## config.mk

```make
export PLATFORM = sky130hd
export DESIGN_NAME = airplane_render
export DESIGN_NICKNAME = d
export VERILOG_FILES = /design/src/rtl/airplane_pkg.sv /design/src/rtl/airplane_rom.sv /design/src/rtl/airplane_render.sv
export SDC_FILE = /design/constraint.sdc
export NUM_CORES = 1
export LEC_CHECK = 0
export BUFFER_PORTS_ARGS = -buffer_cell sky130_fd_sc_hd__clkbuf_2
export CORE_MARGIN = 3
export CORE_UTILIZATION = 30
export DETAILED_ROUTE_END_ITERATION = 12
export PLACE_DENSITY_LB_ADDON = 0.15
export SETUP_SLACK_MARGIN = 0.1
export SLEW_MARGIN = 20
export SYNTH_ARGS = -nofsm -noshare
export SYNTH_HDL_FRONTEND = slang
export SYNTH_SLANG_ARGS = --single-unit
```

## constraint.sdc

```tcl
create_clock -name game_clk -period 3.42 [get_ports game_clk]
set_clock_uncertainty 0.1 [all_clocks]
set_input_delay 0.171 -clock game_clk [delete_from_list [all_inputs] [get_ports game_clk]]
set_output_delay 0.171 -clock game_clk [all_outputs]
set_load 0.01 [all_outputs]
```

## src/rtl/airplane_pkg.sv

```systemverilog
// rtl/airplane_pkg.sv - shared screen constants, plane state and colour types
package airplane_pkg;

  localparam int H_ACTIVE = 640;
  localparam int V_ACTIVE = 480;
  localparam int AP_X0    = 340;
  localparam int AP_Y0    = 400;
  localparam int AP_X_MIN = 20;
  localparam int AP_X_MAX = 659;

  typedef enum logic {
    NORMAL = 1'b0,
    BLINK  = 1'b1
  } plane_state_t;

  typedef logic [23:0] rgb_t;

endpackage

```

## src/rtl/airplane_rom.sv

```systemverilog
// rtl/airplane_rom.sv - 24x40 airplane sprite bitmap, bit [dx] of row [dy]
module airplane_rom (
  input  logic [5:0] col,
  input  logic [4:0] row,
  output logic       bit_on
);

  logic [39:0] row_bits;

  // Tail fin on columns 0-3, wing on columns 16-23, fuselage on rows 10-13.
  always_comb begin
    row_bits = 40'h00_0000_0000;
    case (row)
      5'd0, 5'd1, 5'd22, 5'd23:                          row_bits = 40'h00_0000_000F;
      5'd2, 5'd3, 5'd4, 5'd5, 5'd18, 5'd19, 5'd20, 5'd21: row_bits = 40'h00_00FF_000F;
      5'd6, 5'd7, 5'd8, 5'd9, 5'd14, 5'd15, 5'd16, 5'd17: row_bits = 40'h00_00FF_0000;
      5'd10, 5'd11, 5'd12, 5'd13:                        row_bits = 40'hFF_FFFF_FFFF;
      default:                                           row_bits = 40'h00_0000_0000;
    endcase
  end

  assign bit_on = (col < 6'd40) ? row_bits[col] : 1'b0;

endmodule

```

## src/rtl/airplane_render.sv

```systemverilog
// rtl/airplane_render.sv - airplane sprite renderer: per-frame position latch,
// two-stage pixel pipeline and post-hit blink sequencer
module airplane_render
  import airplane_pkg::*;
#(
  parameter int   SPR_W        = 40,
  parameter int   SPR_H        = 24,
  parameter int   BLINK_FRAMES = 96,
  parameter int   BLINK_HALF   = 8,
  parameter rgb_t PLANE_RGB    = 24'hFFD000
) (
  input  logic       game_clk,
  input  logic       reset,
  input  logic       frame_start,
  input  logic [9:0] px,
  input  logic [9:0] py,
  input  logic       pix_valid,
  input  logic [9:0] apx,
  input  logic [9:0] apy,
  input  logic       hit,
  output logic       pix_on,
  output rgb_t       rgb,
  output logic       out_valid,
  output logic       blinking
);

  localparam int CW = $clog2(BLINK_FRAMES);
  localparam int HW = $clog2(BLINK_HALF);

  logic [9:0]    apx_l, apy_l;
  logic [10:0]   dx, dy;
  logic          s1_inside, s1_valid;
  logic [5:0]    s1_col;
  logic [4:0]    s1_row;
  logic          rom_bit, pix_hit;

  plane_state_t  state, state_n;
  logic [CW-1:0] blink_cnt, blink_cnt_n;
  logic [HW-1:0] half_cnt, half_cnt_n;
  logic          visible, visible_n;

  always_ff @(posedge game_clk) begin
    if (!reset) begin
      apx_l <= 10'(AP_X0);
      apy_l <= 10'(AP_Y0);
    end else if (frame_start) begin
      apx_l <= apx;
      apy_l <= apy;
    end
  end

  // Negative offsets show up with bit 10 set, so they fail the range check too.
  assign dx = {1'b0, px} - ({1'b0, apx_l} - 11'(SPR_W / 2));
  assign dy = {1'b0, py} - ({1'b0, apy_l} - 11'(SPR_H / 2));

  always_ff @(posedge game_clk) begin
    if (!reset) begin
      s1_inside <= 1'b0;
      s1_valid  <= 1'b0;
      s1_col    <= '0;
      s1_row    <= '0;
    end else begin
      s1_inside <= pix_valid && !dx[10] && (dx < 11'(SPR_W))
                             && !dy[10] && (dy < 11'(SPR_H));
      s1_valid  <= pix_valid;
      s1_col    <= dx[5:0];
      s1_row    <= dy[4:0];
    end
  end

  airplane_rom u_rom (
    .col    (s1_col),
    .row    (s1_row),
    .bit_on (rom_bit)
  );

  assign pix_hit = s1_inside & rom_bit & visible;

  always_ff @(posedge game_clk) begin
    if (!reset) begin
      pix_on    <= 1'b0;
      rgb       <= '0;
      out_valid <= 1'b0;
    end else begin
      pix_on    <= pix_hit;
      rgb       <= pix_hit ? PLANE_RGB : '0;
      out_valid <= s1_valid;
    end
  end

  always_ff @(posedge game_clk) begin
    if (!reset) begin
      state     <= NORMAL;
      blink_cnt <= '0;
      half_cnt  <= '0;
      visible   <= 1'b1;
    end else begin
      state     <= state_n;
      blink_cnt <= blink_cnt_n;
      half_cnt  <= half_cnt_n;
      visible   <= visible_n;
    end
  end

  // The frame in which the hit lands keeps its visibility; the first counted
  // frame opens the invisible half-period.
  always_comb begin
    state_n     = state;
    blink_cnt_n = blink_cnt;
    half_cnt_n  = half_cnt;
    visible_n   = visible;
    case (state)
      NORMAL: begin
        visible_n = 1'b1;
        if (hit) begin
          state_n     = BLINK;
          blink_cnt_n = '0;
          half_cnt_n  = '0;
        end
      end
      BLINK: begin
        if (frame_start) begin
          if (blink_cnt == CW'(BLINK_FRAMES - 1)) begin
            state_n     = NORMAL;
            blink_cnt_n = '0;
            half_cnt_n  = '0;
            visible_n   = 1'b1;
          end else begin
            blink_cnt_n = blink_cnt + 1'b1;
            if (blink_cnt == '0) begin
              half_cnt_n = '0;
              visible_n  = 1'b0;
            end else if (half_cnt == HW'(BLINK_HALF - 1)) begin
              half_cnt_n = '0;
              visible_n  = ~visible;
            end else begin
              half_cnt_n = half_cnt + 1'b1;
            end
          end
        end
      end
      default: state_n = NORMAL;
    endcase
  end

  always_comb begin
    blinking = (state == BLINK);
  end

endmodule

```

==> Yosys cells after proc, flatten, opt, wreduce, memory -nomap -nowiden <==
Memories as Yosys holds them, arrays and structs flattened. A register that Yosys moved wholly into a read port is not among the register bits.
Index checks and enable logic that the tools add are counted.
W data, S select, Z words.
{ "totals": {"reg_bits": 66, "romBits": 1280, "inputBits": 45, "out_inout_bits": 27, "word_cells": 65, "n_memories": 1} }
{ "memory_table": {"columns": ["name", "words", "word_bits", "read_ports", "rd_ports_with_merged_regs", "write_ports", "line_no", "source"], "rows": [
  ["(no name shown)", 32, 40, 1, 1, 0, "airplane_rom.sv:13", "case (row)"]
]} }
{ "op_classes": {"n_addsub": 6, "order_cmp": 4, "n_eq_ne": 5, "n_mux": 24, "n_bitwise": 4, "n_reduce_logical": 9} }
{ "ops": {"columns": ["op", "n"], "rows": [
  ["$mux W24", 1],
  ["$sub A10 B11 Y11", 2],
  ["$mux W7", 3],
  ["$mux W3", 5],
  ["$pmux W7 S2", 1],
  ["$lt A11 B5 Y1 const B", 1],
  ["$lt A11 B6 Y1 const B", 1],
  ["$sub A10 B4 Y11 const B", 1],
  ["$sub A10 B5 Y11 const B", 1],
  ["$mux W1", 9],
  ["$add A7 B1 Y7 const B", 1],
  ["$eq A7 B7 Y1 const B", 1],
  ["$logic_not A7 Y1", 1],
  ["$lt A6 B7 Y1 const B", 1],
  ["$bmux W1 S6", 1],
  ["$lt A6 B6 Y1 const B", 1],
  ["$pmux W3 S2", 1],
  ["$mux W5", 1],
  ["$logic_and A1 B1 Y1", 4],
  ["$ne A2 B2 Y1 const B", 2],
  ["$ne A4 B1 Y1 const B", 1],
  ["$pmux W1 S2", 2],
  ["$reduce_and A2 Y1", 2],
  ["$add A3 B1 Y3 const B", 1],
  ["other kinds (4)", 7]
]} }

==> Depth between registers and ports, before layout <==
{ "logic_depth": {"depth_word": 7, "ltp_mapped": 12, "depth_no_buf": 11} }

==> By module <==
From an unflattened synthesis, not the netlist that was laid out.
{ "hier_totals": {"hier_cells": 388, "hier_area_um2": 3234.4} }
{ "modules_own_cells": {"columns": ["module", "instances", "cells_per_inst", "area_per_inst_um2", "seq_area_each_um2"], "rows": [
  ["airplane_render", 1, 371, 3129.3, 940.9],
  ["airplane_rom", 1, 17, 105.1, 0.0]
]} }

==> Least setup slack after synthesis <==
No wires, ideal clock.
{ "synth_path": {"path_kind": "register to register", "start": "reg apy_l[1]", "end": "reg s1_inside", "setup_ps": 88, "t_arrival_ps": 2396, "required_time_ps": 3232, "setup_slack_ps": 836, "path_stages_with_launch": 12, "path_buffers": 0, "period_less_slack_ps": 2584, "path_cell_list": "dfxtp_1 -> inv_1 -> ha_1 -> ha_1 -> fa_1 -> a211oi_2 -> nor3b_1 -> o21ai_1 -> or3b_1 -> o21ai_0 -> nand4_1 -> nor4_2"} }
{ "synth_via": {"elab_chain_len": 5, "elab_cells_between_ends": 6, "cone_classes": "add/sub (2); order compare (1); reduce/logical (3)"} }
{ "synth_lines": {"columns": ["element", "line_no", "source"], "rows": [
  ["start, declared", "airplane_render.sv:30", "logic [9:0] apx_l, apy_l;"],
  ["start signal, assigned", "airplane_render.sv:45", "apy_l <= 10'(AP_Y0);"],
  ["start signal, assigned", "airplane_render.sv:48", "apy_l <= apy;"],
  ["$sub A10 B4 Y11 *", "airplane_render.sv:54", "assign dy = {1'b0, py} - ({1'b0, apy_l} - 11'(SPR_H / 2));"],
  ["$sub A10 B11 Y11 *", "airplane_render.sv:54", null],
  ["parallel branches: the longest is 2 deep, another holds $lt A11 B5 Y1", null, null],
  ["$logic_and A1 B1 Y1 *", "airplane_render.sv:64", "&& !dy[10] && (dy < 11'(SPR_H));"],
  ["end signal, assigned", "airplane_render.sv:63", "s1_inside <= pix_valid && !dx[10] && (dx < 11'(SPR_W))"],
  ["end, declared", "airplane_render.sv:32", "logic s1_inside, s1_valid;"]
]} }
Every way passes the cells marked *.
A chain may end at the register's enable or synchronous reset.

==> Final worst setup path <==
Ends and elaborated chain as after synthesis.

==> flow_summary.yaml <==
status:
  status: "complete, no violations"
grt:
  grt_overflow: 0
  track_usage: 0.120
  grt_max_degree: 30
  grt_pass1_wl_microns: 11200
  antenna_found_initial: 0
  grt_pass1_vias: 2517
pwr:
  power.density_mw_per_mm2: 394
  power_mw: 1.42
  ir_worst_vdd_uv: 183
  p_leak_nw: 1.74
timing:
  slew_viol_final: 0
  rsz0062_at_grt: "false"
  setup_viol: 0
  worst_slack_ns: 0.659
  slew-limit-headroom: 0.322
  worst_pin_slew_ns: 1.02
  fmax_mhz: 362
  fin_crit_sh: 0.807
  hold_viol: 0
  setup_tns_ns: 0
  layout_min_cycle_time_ns: 2.76
layout:
  final_util: 0.365
  area_delta_synth_final_pct: 17.4
  nets: 513
  n_antenna_cell: 0
  layout_commonest_cell: "clkbuf_2"
  post_route_cells_drive_above_1_share: 0.178
  fill_cells: 1071
  mostFrequentLayoutCells: "clkbuf_2, nor2_1, dfxtp_1, ha_1, inv_1"
floorplanning:
  row_count: 36
  die_y_microns: 107
  fp.dieW_microns: 107
  dieArea_sq_mm: 0.0115
  core_area_sq_mm: 0.00986
  start_util: 0.311
  ioPinCount: 72
setup_path:
  arrival_ns: 2.88
  path_max_fanout: 2
  cp-start-kind: "flip-flop"
  cp_slowest_cell: "fa_1"
  crit_top_cell: "ha_1"
  crit_chain: "inv_1 -> ha_1 -> ha_1 -> fa_1 -> a211oi_2 -> nor3b_1 -> o21ai_1 -> or3b_1 -> o21ai_0 -> nand4_1 -> nor4_2"
  critPathRequiredTime_ns: 3.54
  end_kind: "flip-flop"
  max_stage_delay_ns: 0.42
  crit_type: "flip-flop to flip-flop"
cts:
  root_buffer: "clkbuf_8"
  clk_latency_ns: 0.30
  cts_tree: "done"
  clk_pin_slew_ns: 0.09
  htreeDepth: 2
  cts_sinks: 43
  postCtsSetupBuffers: 0
  clockBufferDepth: 2
  cts_buffers: 5
logic_synthesis:
  avgSynthCellArea_sq_um: 8.37
  syn_area_sq_mm: 0.00307
  synth_cell_types: 56
  synth_top_area_frac: 0.280
  ys.flop_type: "dfxtp_1"
  netlist.top_cell.by_area: "dfxtp_1"
  ys_seq_elements: 43
  syn_inst: 367
  synth-edff-count: 0
  yosysSeqAreaShare: 0.280
  synth_area_leaders: "dfxtp_1, ha_1, buf_4"
  synthArstFlopShare: 0
  yosys_warnings: 0
placement:
  place_congestion: 0.814
  numPortBuffers: 58
  dp_hpwl_microns: 4990
  place_ws_ns: 0.649
route:
  drt_iter0_drc: 61
  first_pass_iters: 4
  detail-route-antenna-nets: 0
  drc_errors: 0
  vias: 2537
  wl_per_cell_microns: 11.5
  drt_wl_total_microns: 6420
  vias_per_cell: 4.54
min_path:
  min_path_type: "input port to flip-flop"
run:
  maxCapViolCount: 0
## Yosys cell counts, types with 2 or more instances
cell      count
a21oi_1      15
a211oi_1      3
a211oi_2      2
nor4_1        3
nor2_1       44
nor2b_1       5
nand2b_1      5
clkbuf_1      6
nor3b_1       3
dfxtp_1      43
o21ai_0      20
inv_1        40
xor2_1        7
fa_1          2
nor3_1        6
nand4_1       3
xnor2_1       3
o31a_1        2
buf_4        24
ha_1         41
mux2i_1      16
o211ai_1      7
nand4b_1      3
and3_1        5
nand2_1      22
o22ai_1       2
nand3_1       4
buf_2         2
and2_1        2
## registers in the layout, summed over array words and instances, names as in the netlist
register,flops
rgb,1
apy_l,10
s1_col,4
half_cnt,3
out_valid,1
u_rom.row_bits,3
visible,1
s1_valid,1
blink_cnt,7
s1_inside,1
blinking,1
apx_l,10
## path summary, 6_finish.rpt
kind,slack (ns),depth (start not counted),start,end
worst min-delay path,0.01,3,apy[6],apy_l[6]
worst max register to register,0.66,11,apy_l[1],s1_inside
worst max-delay path,0.66,11,apy_l[1],s1_inside
worst min register to register,0.35,1,s1_valid,out_valid
## routing by layer
layer,up-vias,share of wire,global-route usage
met3,7,0.056,0.0277
met2,62,0.46,0.205
met4,0,0.013,0.0347
met5,-,0,0
met1,1120,0.47,0.149
li1,1348,-,-
## cell type report
class / instances / area (sq um) / share of cell area
clock buffer: 5 / 68.8 / 0.0191
multi-input combinational: 263 / 1890 / 0.523
timing repair buffer: 72 / 428 / 0.119
clock inverter: 3 / 43.8 / 0.0121
tap: 133 / 166 / 0.0462
sequential: 43 / 861 / 0.239
inverter: 40 / 150 / 0.0417
## where the power goes
part | total, mW | switching [mW] | internal (mW)
Clock | 0.408 | 0.190 | 0.218
Combinational | 0.456 | 0.253 | 0.203
Sequential | 0.555 | 0.0176 | 0.538
## worst max-delay path, delay by kind of cell (launching register included)
family / cells / cell delay (ns)
AO/OA/AOI/OAI: 3 / 0.47
flip-flops: 1 / 0.34
buffers and inverters: 1 / 0.04
AND/OR/NAND/NOR: 4 / 0.82
adder cells (fa/ha/maj): 3 / 0.91
## kinds of logic after synthesis
| family | count (synthesis) | synth area share |
|---|---|---|
| compound gates | 68 | 0.152 |
| other cells | 1 | 0.00122 |
| mux | 17 | 0.0558 |
| buf+inv | 73 | 0.120 |
| fa+ha+maj | 43 | 0.180 |
| simple gates | 111 | 0.177 |
| xor+xnor | 11 | 0.0338 |
| flops | 43 | 0.280 |
## what timing repair did
action,4_1_cts,5_1_grt
gates resized for setup,0,0
endpoints found under the hold margin,13,0
setup endpoints to repair,0,0
hold buffers,13,0
## per-stage QoR
stage	hold slack, ns	area [sq um]	instances
after detailed placement	0.294	3360	538
final	0.0113	3600	559
after CTS	0.00218	3600	559
after global placement	0.285	3360	538
after global routing	0.0129	3600	559
after floorplan	0.181	3120	379
(Power assumes the default switching activity.)
